<file path="src/rtl/tpu_host_seq_if.sv">
// rtl/tpu_host_seq_if.sv - host/tpuv1 bus bundle for tpu_host_seq (perf_cycles present under TPU_HOST_SEQ_PERF_EN)
interface tpu_host_seq_if #(
    parameter int DATAW  = 64,
    parameter int ADDRW  = 16,
    parameter int HADDRW = 32
);
    logic              start;
    logic [HADDRW-1:0] base_a;
    logic [HADDRW-1:0] base_b;
    logic [HADDRW-1:0] base_c;
    logic [HADDRW-1:0] base_o;
    logic              busy;
    logic              done;
    logic              rd_req;
    logic [HADDRW-1:0] rd_addr;
    logic              rd_gnt;
    logic              rd_valid;
    logic [DATAW-1:0]  rd_data;
    logic              wr_req;
    logic [HADDRW-1:0] wr_addr;
    logic [DATAW-1:0]  wr_data;
    logic              wr_ack;
    logic              tpu_r_w;
    logic [ADDRW-1:0]  tpu_addr;
    logic [DATAW-1:0]  tpu_din;
    logic [DATAW-1:0]  tpu_dout;
`ifdef TPU_HOST_SEQ_PERF_EN
    logic [31:0]       perf_cycles;
`endif

    modport master (
        input  start, base_a, base_b, base_c, base_o,
        input  rd_gnt, rd_valid, rd_data, wr_ack, tpu_dout,
`ifdef TPU_HOST_SEQ_PERF_EN
        output perf_cycles,
`endif
        output busy, done, rd_req, rd_addr, wr_req, wr_addr, wr_data,
        output tpu_r_w, tpu_addr, tpu_din
    );

    modport slave (
        output start, base_a, base_b, base_c, base_o,
        output rd_gnt, rd_valid, rd_data, wr_ack, tpu_dout,
`ifdef TPU_HOST_SEQ_PERF_EN
        input  perf_cycles,
`endif
        input  busy, done, rd_req, rd_addr, wr_req, wr_addr, wr_data,
        input  tpu_r_w, tpu_addr, tpu_din
    );
endinterface

</file>
<file path="src/rtl/tpu_host_seq.sv">
// rtl/tpu_host_seq.sv - start/done command sequencer driving the tpuv1 bus (optional cycle counter: TPU_HOST_SEQ_PERF_EN)
module tpu_host_seq #(
    parameter int DIM    = 8,
    parameter int DATAW  = 64,
    parameter int ADDRW  = 16,
    parameter int HADDRW = 32
) (
    input  logic            clk,
    input  logic            rst_n,
    tpu_host_seq_if.master  bus
);
    localparam int IDXW = $clog2(2 * DIM);
    localparam int CNTW = $clog2(3 * DIM);

    typedef enum logic [3:0] {
        S_IDLE, S_FETCH, S_WAITD, S_PUSH, S_GO, S_WAIT, S_RDC, S_WB, S_DONE
    } state_t;

    typedef enum logic [1:0] {P_A, P_B, P_C} phase_t;

    state_t            state_q, state_n;
    phase_t            phase_q, phase_n;
    logic [IDXW-1:0]   idx_q, idx_n, last_idx;
    logic [CNTW-1:0]   wcnt_q, wcnt_n;
    logic [DATAW-1:0]  word_q, word_n;
    logic [HADDRW-1:0] ba_q, bb_q, bc_q, bo_q;
    logic [HADDRW-1:0] ba_n, bb_n, bc_n, bo_n;
    logic [HADDRW-1:0] hbase;
    logic [ADDRW-1:0]  tbase;

    logic              busy_q, done_q, rd_req_q, wr_req_q, tpu_r_w_q;
    logic              busy_n, done_n, rd_req_n, wr_req_n, tpu_r_w_n;
    logic [HADDRW-1:0] rd_addr_q, wr_addr_q, rd_addr_n, wr_addr_n;
    logic [DATAW-1:0]  wr_data_q, tpu_din_q, wr_data_n, tpu_din_n;
    logic [ADDRW-1:0]  tpu_addr_q, tpu_addr_n;

    always_ff @(posedge clk or negedge rst_n) begin
        if (!rst_n) begin
            state_q    <= S_IDLE;
            phase_q    <= P_A;
            idx_q      <= '0;
            wcnt_q     <= '0;
            word_q     <= '0;
            ba_q       <= '0;
            bb_q       <= '0;
            bc_q       <= '0;
            bo_q       <= '0;
            busy_q     <= 1'b0;
            done_q     <= 1'b0;
            rd_req_q   <= 1'b0;
            rd_addr_q  <= '0;
            wr_req_q   <= 1'b0;
            wr_addr_q  <= '0;
            wr_data_q  <= '0;
            tpu_r_w_q  <= 1'b0;
            tpu_addr_q <= '0;
            tpu_din_q  <= '0;
        end else begin
            state_q    <= state_n;
            phase_q    <= phase_n;
            idx_q      <= idx_n;
            wcnt_q     <= wcnt_n;
            word_q     <= word_n;
            ba_q       <= ba_n;
            bb_q       <= bb_n;
            bc_q       <= bc_n;
            bo_q       <= bo_n;
            busy_q     <= busy_n;
            done_q     <= done_n;
            rd_req_q   <= rd_req_n;
            rd_addr_q  <= rd_addr_n;
            wr_req_q   <= wr_req_n;
            wr_addr_q  <= wr_addr_n;
            wr_data_q  <= wr_data_n;
            tpu_r_w_q  <= tpu_r_w_n;
            tpu_addr_q <= tpu_addr_n;
            tpu_din_q  <= tpu_din_n;
        end
    end

    always_comb begin
        state_n  = state_q;
        phase_n  = phase_q;
        idx_n    = idx_q;
        wcnt_n   = wcnt_q;
        word_n   = word_q;
        ba_n     = ba_q;
        bb_n     = bb_q;
        bc_n     = bc_q;
        bo_n     = bo_q;
        last_idx = (phase_q == P_C) ? IDXW'(2 * DIM - 1) : IDXW'(DIM - 1);

        case (state_q)
            S_IDLE: begin
                if (bus.start) begin
                    ba_n    = bus.base_a;
                    bb_n    = bus.base_b;
                    bc_n    = bus.base_c;
                    bo_n    = bus.base_o;
                    phase_n = P_A;
                    idx_n   = '0;
                    state_n = S_FETCH;
                end
            end
            S_FETCH: begin
                // rd_valid alongside rd_gnt is a zero-wait host; valid before gnt is stale and dropped
                if (bus.rd_gnt) begin
                    if (bus.rd_valid) begin
                        word_n  = bus.rd_data;
                        state_n = S_PUSH;
                    end else begin
                        state_n = S_WAITD;
                    end
                end
            end
            S_WAITD: begin
                if (bus.rd_valid) begin
                    word_n  = bus.rd_data;
                    state_n = S_PUSH;
                end
            end
            S_PUSH: begin
                if (idx_q == last_idx) begin
                    idx_n = '0;
                    case (phase_q)
                        P_A:     begin phase_n = P_B; state_n = S_FETCH; end
                        P_B:     begin phase_n = P_C; state_n = S_FETCH; end
                        default: state_n = S_GO;
                    endcase
                end else begin
                    idx_n   = idx_q + IDXW'(1);
                    state_n = S_FETCH;
                end
            end
            S_GO: begin
                wcnt_n  = '0;
                state_n = S_WAIT;
            end
            S_WAIT: begin
                if (wcnt_q == CNTW'(3 * DIM - 1)) begin
                    state_n = S_RDC;
                end else begin
                    wcnt_n = wcnt_q + CNTW'(1);
                end
            end
            S_RDC: begin
                word_n  = bus.tpu_dout;
                state_n = S_WB;
            end
            S_WB: begin
                if (bus.wr_ack) begin
                    if (idx_q == IDXW'(2 * DIM - 1)) begin
                        state_n = S_DONE;
                    end else begin
                        idx_n   = idx_q + IDXW'(1);
                        state_n = S_RDC;
                    end
                end
            end
            S_DONE:  state_n = S_IDLE;
            default: state_n = S_IDLE;
        endcase

        case (phase_n)
            P_A:     begin hbase = ba_n; tbase = ADDRW'(12'h100); end
            P_B:     begin hbase = bb_n; tbase = ADDRW'(12'h200); end
            default: begin hbase = bc_n; tbase = ADDRW'(12'h300); end
        endcase

        // Outputs are decoded from the next state so that every output is a flop
        busy_n     = !(state_n == S_IDLE || state_n == S_DONE);
        done_n     = (state_n == S_DONE);
        rd_req_n   = (state_n == S_FETCH);
        rd_addr_n  = rd_req_n ? hbase + HADDRW'(idx_n) : '0;
        wr_req_n   = (state_n == S_WB);
        wr_addr_n  = wr_req_n ? bo_n + HADDRW'(idx_n) : '0;
        wr_data_n  = wr_req_n ? word_n : '0;
        tpu_r_w_n  = (state_n == S_PUSH) || (state_n == S_GO);
        tpu_din_n  = (state_n == S_PUSH) ? word_n : '0;
        case (state_n)
            S_PUSH:  tpu_addr_n = tbase + (ADDRW'(idx_n) << 3);
            S_GO:    tpu_addr_n = ADDRW'(12'h400);
            S_RDC:   tpu_addr_n = ADDRW'(12'h300) + (ADDRW'(idx_n) << 3);
            default: tpu_addr_n = '0;
        endcase
    end

    assign bus.busy     = busy_q;
    assign bus.done     = done_q;
    assign bus.rd_req   = rd_req_q;
    assign bus.rd_addr  = rd_addr_q;
    assign bus.wr_req   = wr_req_q;
    assign bus.wr_addr  = wr_addr_q;
    assign bus.wr_data  = wr_data_q;
    assign bus.tpu_r_w  = tpu_r_w_q;
    assign bus.tpu_addr = tpu_addr_q;
    assign bus.tpu_din  = tpu_din_q;

`ifdef TPU_HOST_SEQ_PERF_EN
    logic [31:0] perf_q;

    // Counts every non-idle cycle, so the done cycle is included
    always_ff @(posedge clk or negedge rst_n) begin
        if (!rst_n) begin
            perf_q <= '0;
        end else if (state_q == S_IDLE) begin
            if (bus.start) begin
                perf_q <= '0;
            end
        end else if (perf_q != 32'hFFFF_FFFF) begin
            perf_q <= perf_q + 32'd1;
        end
    end

    assign bus.perf_cycles = perf_q;
`endif
endmodule
</file>
<file path="src/flat_wrapper.sv">
// flat-port wrapper written by rule: the top's interface ports become plain ports
module tpu_host_seq_flat 
#(
    parameter int DIM    = 8,
    parameter int DATAW  = 64,
    parameter int ADDRW  = 16,
    parameter int HADDRW = 32
)
  (clk, rst_n, bus_start, bus_base_a, bus_base_b, bus_base_c, bus_base_o, bus_rd_gnt, bus_rd_valid, bus_rd_data, bus_wr_ack, bus_tpu_dout, bus_busy, bus_done, bus_rd_req, bus_rd_addr, bus_wr_req, bus_wr_addr, bus_wr_data, bus_tpu_r_w, bus_tpu_addr, bus_tpu_din);
  tpu_host_seq_if #(.DATAW(DATAW), .ADDRW(ADDRW), .HADDRW(HADDRW)) bus_i ();
  input  logic clk;
  input  logic rst_n;
  input wire logic [$bits(bus_i.start)-1:0] bus_start;
  input wire logic [$bits(bus_i.base_a)-1:0] bus_base_a;
  input wire logic [$bits(bus_i.base_b)-1:0] bus_base_b;
  input wire logic [$bits(bus_i.base_c)-1:0] bus_base_c;
  input wire logic [$bits(bus_i.base_o)-1:0] bus_base_o;
  input wire logic [$bits(bus_i.rd_gnt)-1:0] bus_rd_gnt;
  input wire logic [$bits(bus_i.rd_valid)-1:0] bus_rd_valid;
  input wire logic [$bits(bus_i.rd_data)-1:0] bus_rd_data;
  input wire logic [$bits(bus_i.wr_ack)-1:0] bus_wr_ack;
  input wire logic [$bits(bus_i.tpu_dout)-1:0] bus_tpu_dout;
  output wire logic [$bits(bus_i.busy)-1:0] bus_busy;
  output wire logic [$bits(bus_i.done)-1:0] bus_done;
  output wire logic [$bits(bus_i.rd_req)-1:0] bus_rd_req;
  output wire logic [$bits(bus_i.rd_addr)-1:0] bus_rd_addr;
  output wire logic [$bits(bus_i.wr_req)-1:0] bus_wr_req;
  output wire logic [$bits(bus_i.wr_addr)-1:0] bus_wr_addr;
  output wire logic [$bits(bus_i.wr_data)-1:0] bus_wr_data;
  output wire logic [$bits(bus_i.tpu_r_w)-1:0] bus_tpu_r_w;
  output wire logic [$bits(bus_i.tpu_addr)-1:0] bus_tpu_addr;
  output wire logic [$bits(bus_i.tpu_din)-1:0] bus_tpu_din;
  assign bus_i.start = bus_start;
  assign bus_i.base_a = bus_base_a;
  assign bus_i.base_b = bus_base_b;
  assign bus_i.base_c = bus_base_c;
  assign bus_i.base_o = bus_base_o;
  assign bus_i.rd_gnt = bus_rd_gnt;
  assign bus_i.rd_valid = bus_rd_valid;
  assign bus_i.rd_data = bus_rd_data;
  assign bus_i.wr_ack = bus_wr_ack;
  assign bus_i.tpu_dout = bus_tpu_dout;
  assign bus_busy = bus_i.busy;
  assign bus_done = bus_i.done;
  assign bus_rd_req = bus_i.rd_req;
  assign bus_rd_addr = bus_i.rd_addr;
  assign bus_wr_req = bus_i.wr_req;
  assign bus_wr_addr = bus_i.wr_addr;
  assign bus_wr_data = bus_i.wr_data;
  assign bus_tpu_r_w = bus_i.tpu_r_w;
  assign bus_tpu_addr = bus_i.tpu_addr;
  assign bus_tpu_din = bus_i.tpu_din;
  tpu_host_seq #(.DIM(DIM), .DATAW(DATAW), .ADDRW(ADDRW), .HADDRW(HADDRW)) u_core (.clk(clk), .rst_n(rst_n), .bus(bus_i));
endmodule
</file>
<file path="config.mk">
export PLATFORM = sky130hd
export DESIGN_NAME = tpu_host_seq_flat
export DESIGN_NICKNAME = d
export VERILOG_FILES = /design/src/rtl/tpu_host_seq_if.sv /design/src/rtl/tpu_host_seq.sv /design/src/flat_wrapper.sv
export SDC_FILE = /design/constraint.sdc
export NUM_CORES = 1
export LEC_CHECK = 0
export CAP_MARGIN = 20
export CORE_ASPECT_RATIO = 0.8
export CORE_MARGIN = 10
export CORE_UTILIZATION = 39
export DETAILED_ROUTE_END_ITERATION = 10
export MAX_ROUTING_LAYER = met4
export PLACE_DENSITY = 0.74
export SLEW_MARGIN = 25
export SYNTH_ARGS = -nofsm -noshare
export SYNTH_HDL_FRONTEND = slang
export SYNTH_SLANG_ARGS = --single-unit
</file>
<file path="constraint.sdc">
create_clock -name clk -period 6.2 [get_ports clk]
set_input_delay 1.86 -clock clk [delete_from_list [all_inputs] [get_ports clk]]
set_output_delay 1.86 -clock clk [all_outputs]
set_load 0.005 [all_outputs]
</file>
==> Flow_metrics.wiki <==
{| class="wikitable"
! Metric !! Value
|-
| Reported leakage power || approximately 11 nW
|-
| Power per cell area || about 360 mW/mm^2
|-
| Number of instances in the synthesized netlist || 1,427
|-
| Share of synthesized area occupied by flip-flops and latches || 60.76%
|-
| Hold_ws || 0.4713 ns
|-
| Synthesis-to-layout area growth || 39.86%
|-
| Site row count || a little under 70
|-
| Floorplan Core Area || roughly 0.043 sq mm
|-
| Distinct cell type count after synthesis || 67
|-
| Critical path startpoint category || input port
|-
| Quantity of hold-fixing buffers added after cts || 0
|-
| FFs w/ async S/R, synth || between 90% and 100%
|-
| Post-Route M1 WL || between 20,000 and 25,000 um
|-
| Hold Path Class || reg2reg
|-
| Post-Synthesis Mean Instance Area || approximately 12 sq um
|-
| Overall via count from detail_route || 12,870
|-
| Logic depth of the worst register-to-register path || 18
|-
| Result of the run || finished, final reports clean
|-
| Total standard cell area after synthesis || between 0.015 and 0.02 sq mm
|-
| Leading cell type in the layout, fill and taps excluded || sky130_fd_sc_hd__clkdlybuf4s50_1
|-
| Worst-path maximum fanout || 11
|-
| Combinational power share || 29.9%
|-
| Final-layout setup total negative slack || 0 ns
|-
| Overflow left after global routing || 0
|-
| Critical path class || in2reg
|-
| Vias in the first global route || 13,470
|-
| Layout Nets || between 2,000 and 2,500
|-
| Total count of max-transition violations in the final report || 0
|-
| Hold path start || u_core.bc_q[31]$_DFF_PN0_
|-
| Final cell utilization of the core || ~55%
|-
| Sequential cell fraction of total power || between 40% and 50%
|-
| CTS HTree Levels || 2
|-
| Switching pwr || 0.002605 W
|-
| Clock tree skew after final layout || ~0.017 ns
|-
| Wire per inst || 22.11 um
|-
| Launch instance of the worst register-to-register path || u_core.state_q[2]$_DFF_PN0_
|-
| Peak VDD IR || between 0.15 and 0.2 mV
|-
| Largest net degree at the start of global routing || 121
|-
| Detailed placement HPWL || a little over 40,000 um
|-
| Fraction of the cycle the final worst path needs || 89.98%
|-
| Metal3 WL || roughly 4600 um
|-
| Worst Max-Slew Pin Slew || 1.002 ns
|-
| Switching portion of total power || between 30 and 40%
|-
| Die footprint || around 0.052 sq mm
|-
| Placed cell area || 0.02225 sq mm
|-
| RSZ-0062 raised after global routing || false
|-
| Internal power || 0.006008 W
|-
| Final setup vio count || 0
|-
| Max Fclk || approximately 180 MHz
|-
| FF+latch count, synth || 411
|-
| Post-CTS Setup Repair Bufs || 0
|-
| Post-route cell area || about 0.024 sq mm
|-
| Worst-skew pair later-pin latency || approximately 0.57 ns
|-
| I/O pin count || approximately 480
|-
| Initial standard-cell utilization of the core || about two fifths
|-
| Hold depth || 2
|-
| Die boundary height || about 210 um
|-
| Predominant post-synthesis flop cell || sky130_fd_sc_hd__dfrtp_1
|-
| DRC errors left || 0
|-
| Warnings from Yosys || 0
|-
| Worst setup slack for register-to-register paths || around 1.5 ns
|-
| Sum of met2 wire segment lengths after detailed routing || between 20,000 and 30,000 um
|-
| TritonRoute pass-1 iters || 5
|-
| Worst endpoint data arrival time || between 6 and 7 ns
|-
| Clock slew at reported path FFs || about 0.06 ns
|-
| Worst EP required || 6.68 ns
|-
| Number of sinks driven by the clock tree || 411
|-
| Worst setup path startpoint || bus_start
|-
| Antenna violations before repair || 8
|-
| Global-route wire length before repair || slightly above 80,000 um
|-
| Overall die width || approximately 250 um
|-
| Count of flip-flops with a built-in enable after synthesis || 0
|-
| Max Used Layer || met4
|-
| Min Clock Period, post-route || around 5.6 ns
|-
| Post-CTS resize count || 0
|-
| Most used cells in the layout excluding fill and tap cells || sky130_fd_sc_hd__clkdlybuf4s50_1, sky130_fd_sc_hd__dfrtp_1, sky130_fd_sc_hd__nand2_1
|-
| Initial detailed-routing violation count || around 930
|-
| Max-cap viol count || 0
|-
| Final routed wirelength across all metal layers || between 50,000 and 60,000 um
|-
| Share of post-route cells with drive strength above 1 || 10.90%
|-
| Ratio of routed vias to standard cells || about 5.2
|-
| Gp weighted congestion || roughly 0.9
|-
| Post-DRT Antenna Nets || 0
|-
| Count of port buffers added during placement || 465
|-
| Final Hold Violating Endpoints || 0
|-
| Tightest slew margin relative to the limit || approximately a third
|-
| Clock tree from TritonCTS || built
|-
| Global-route usage over all layers || 21.07%
|-
| Number of buffers created by CTS || between 40 and 50
|-
| Clock root buffer || sky130_fd_sc_hd__clkbuf_16
|-
| Maximum count of clock buffers along a single path || 3
|-
| Share of power burned in the clock network || a little under a third
|-
| Endpoint type of the worst setup path || flip-flop
|}
## worst paths after layout
kind | endpoint
worst max-delay path | u_core.bus.rd_addr[22]$_DFF_PN0_
worst min-delay path | u_core.bc_q[31]$_DFF_PN0_
worst max register to register | u_core.bus.rd_addr[22]$_DFF_PN0_
worst min register to register | u_core.bc_q[31]$_DFF_PN0_
max in group asynchronous | u_core.bo_q[18]$_DFF_PN0_
min in group asynchronous | u_core.ba_q[24]$_DFF_PN0_
## layout make-up
| type | instances | area, sq um |
|---|---|---|
| tap | 560 | 700.7 |
| timing repair buffer | 500 | 4960 |
| antenna | 8 | 20.02 |
| inverter | 33 | 126.4 |
| sequential | 411 | 10280 |
| clock inverter | 11 | 126.4 |
| clock buffer | 63 | 1282 |
| fill | 3607 | 19380 |
| multi-input combinational | 908 | 6175 |
## state kept, by name (all words and copies together) (netlist names)
name / cells
u_core.bus.tpu_addr: 7
u_core.ba_q: 32
u_core.bus.wr_req: 1
u_core.bus.wr_data: 64
u_core.bus.done: 1
u_core.bo_q: 32
u_core.wcnt_q: 5
u_core.bc_q: 32
u_core.bus.rd_req: 1
u_core.idx_q: 4
u_core.word_q: 64
u_core.bus.tpu_din: 64
u_core.state_q: 4
u_core.bb_q: 32
u_core.bus.tpu_r_w: 1
u_core.phase_q: 2
u_core.bus.rd_addr: 32
u_core.bus.wr_addr: 32
u_core.bus.busy: 1
## synth_stat cells (4+ instances only)
| library cell | n | area (sq um) |
|---|---|---|
| sky130_fd_sc_hd__dfrtp_1 | 411 | 10280 |
| sky130_fd_sc_hd__nand2_1 | 159 | 596.8 |
| sky130_fd_sc_hd__and2_1 | 127 | 794.5 |
| sky130_fd_sc_hd__mux2_2 | 86 | 968.4 |
| sky130_fd_sc_hd__nor2_1 | 73 | 274.0 |
| sky130_fd_sc_hd__a221o_1 | 62 | 620.6 |
| sky130_fd_sc_hd__o21ai_0 | 53 | 265.3 |
| sky130_fd_sc_hd__clkbuf_1 | 51 | 191.4 |
| sky130_fd_sc_hd__mux2i_1 | 48 | 480.5 |
| sky130_fd_sc_hd__a21oi_1 | 33 | 165.2 |
| sky130_fd_sc_hd__inv_1 | 32 | 120.1 |
| sky130_fd_sc_hd__nand3_1 | 30 | 150.1 |
| sky130_fd_sc_hd__nor3_1 | 24 | 120.1 |
| sky130_fd_sc_hd__xnor2_1 | 24 | 210.2 |
| sky130_fd_sc_hd__nand4_1 | 17 | 106.4 |
| sky130_fd_sc_hd__nor2b_1 | 15 | 93.84 |
| sky130_fd_sc_hd__o21a_1 | 15 | 112.6 |
| sky130_fd_sc_hd__buf_4 | 14 | 105.1 |
| sky130_fd_sc_hd__ha_1 | 13 | 162.7 |
| sky130_fd_sc_hd__buf_2 | 12 | 60.06 |
| sky130_fd_sc_hd__a21o_1 | 10 | 75.07 |
| sky130_fd_sc_hd__or3_1 | 10 | 62.56 |
| sky130_fd_sc_hd__xor2_1 | 9 | 78.83 |
| sky130_fd_sc_hd__nor4_1 | 8 | 50.05 |
| sky130_fd_sc_hd__nand2b_1 | 7 | 43.79 |
| sky130_fd_sc_hd__nor3b_1 | 7 | 52.55 |
| sky130_fd_sc_hd__a22o_1 | 6 | 52.55 |
| sky130_fd_sc_hd__a31oi_1 | 6 | 37.54 |
| sky130_fd_sc_hd__and3_1 | 6 | 37.54 |
| sky130_fd_sc_hd__o21ai_1 | 4 | 20.02 |
| sky130_fd_sc_hd__o21bai_1 | 4 | 30.03 |
## per-stage QoR
stage / worst slack [ns] / total power, W / std cells
floorplan: 0.03663 / 0.004788 / 1435
global placement: 0.1609 / 0.006015 / 2412
detailed placement: 0.05826 / 0.006088 / 2412
CTS: 0.6478 / 0.008731 / 2486
global route: 0.3407 / 0.009073 / 2494
finish: 0.6209 / 0.008613 / 2494
## routing by layer
metal | track usage [%] | vias to the layer above
met1 | 25.58 | 6447
met5 | - | -
met4 | 6.335 | 0
met2 | 33.62 | 488
met3 | 6.234 | 74
li1 | - | 5859
## kinds of logic after synthesis
group                      share of synthesized area, %
AOI/OAI and AO/OA                                 9.210
xor gates and xnor gates                          1.707
adders and majority gates                         1.197
buffers and inverters                             3.156
DFF                                               60.76
muxes                                             8.559
other                                           0.02215
and+or+nand+nor                                   15.39
## power groups by stage
| stage | clock [W] | combinational [W] | sequential [W] |
|---|---|---|---|
| 6_report | 0.00259 | 0.00258 | 0.00344 |
| 5_1_grt | 0.00277 | 0.00281 | 0.00349 |
| 4_1_cts | 0.00266 | 0.00262 | 0.00344 |
| 3_5_place_dp | 0 | 0.00260 | 0.00349 |
| 3_3_place_gp | 0 | 0.00255 | 0.00347 |
| 2_1_floorplan | 0 | 0.00134 | 0.00345 |
## worst max-delay path, cell delays in order
cell	delay (ns)
sky130_fd_sc_hd__clkdlybuf4s50_1	0.50
sky130_fd_sc_hd__or3b_4	0.42
sky130_fd_sc_hd__a211o_1	0.36
sky130_fd_sc_hd__a211oi_4	0.30
sky130_fd_sc_hd__buf_4	0.19
sky130_fd_sc_hd__mux2i_1	0.08
sky130_fd_sc_hd__a21oi_1	0.15
sky130_fd_sc_hd__ha_1	0.18
sky130_fd_sc_hd__inv_1	0.06
sky130_fd_sc_hd__fa_1	0.38
sky130_fd_sc_hd__nor2b_1	0.17
sky130_fd_sc_hd__o21ai_0	0.10
sky130_fd_sc_hd__nand2b_1	0.12
sky130_fd_sc_hd__o211ai_1	0.12
sky130_fd_sc_hd__nor2_1	0.13
sky130_fd_sc_hd__nand4_1	0.15
sky130_fd_sc_hd__buf_4	0.22
sky130_fd_sc_hd__or3_1	0.37
sky130_fd_sc_hd__a21oi_1	0.17
Note: power is estimated with default switching activity, not from simulation.
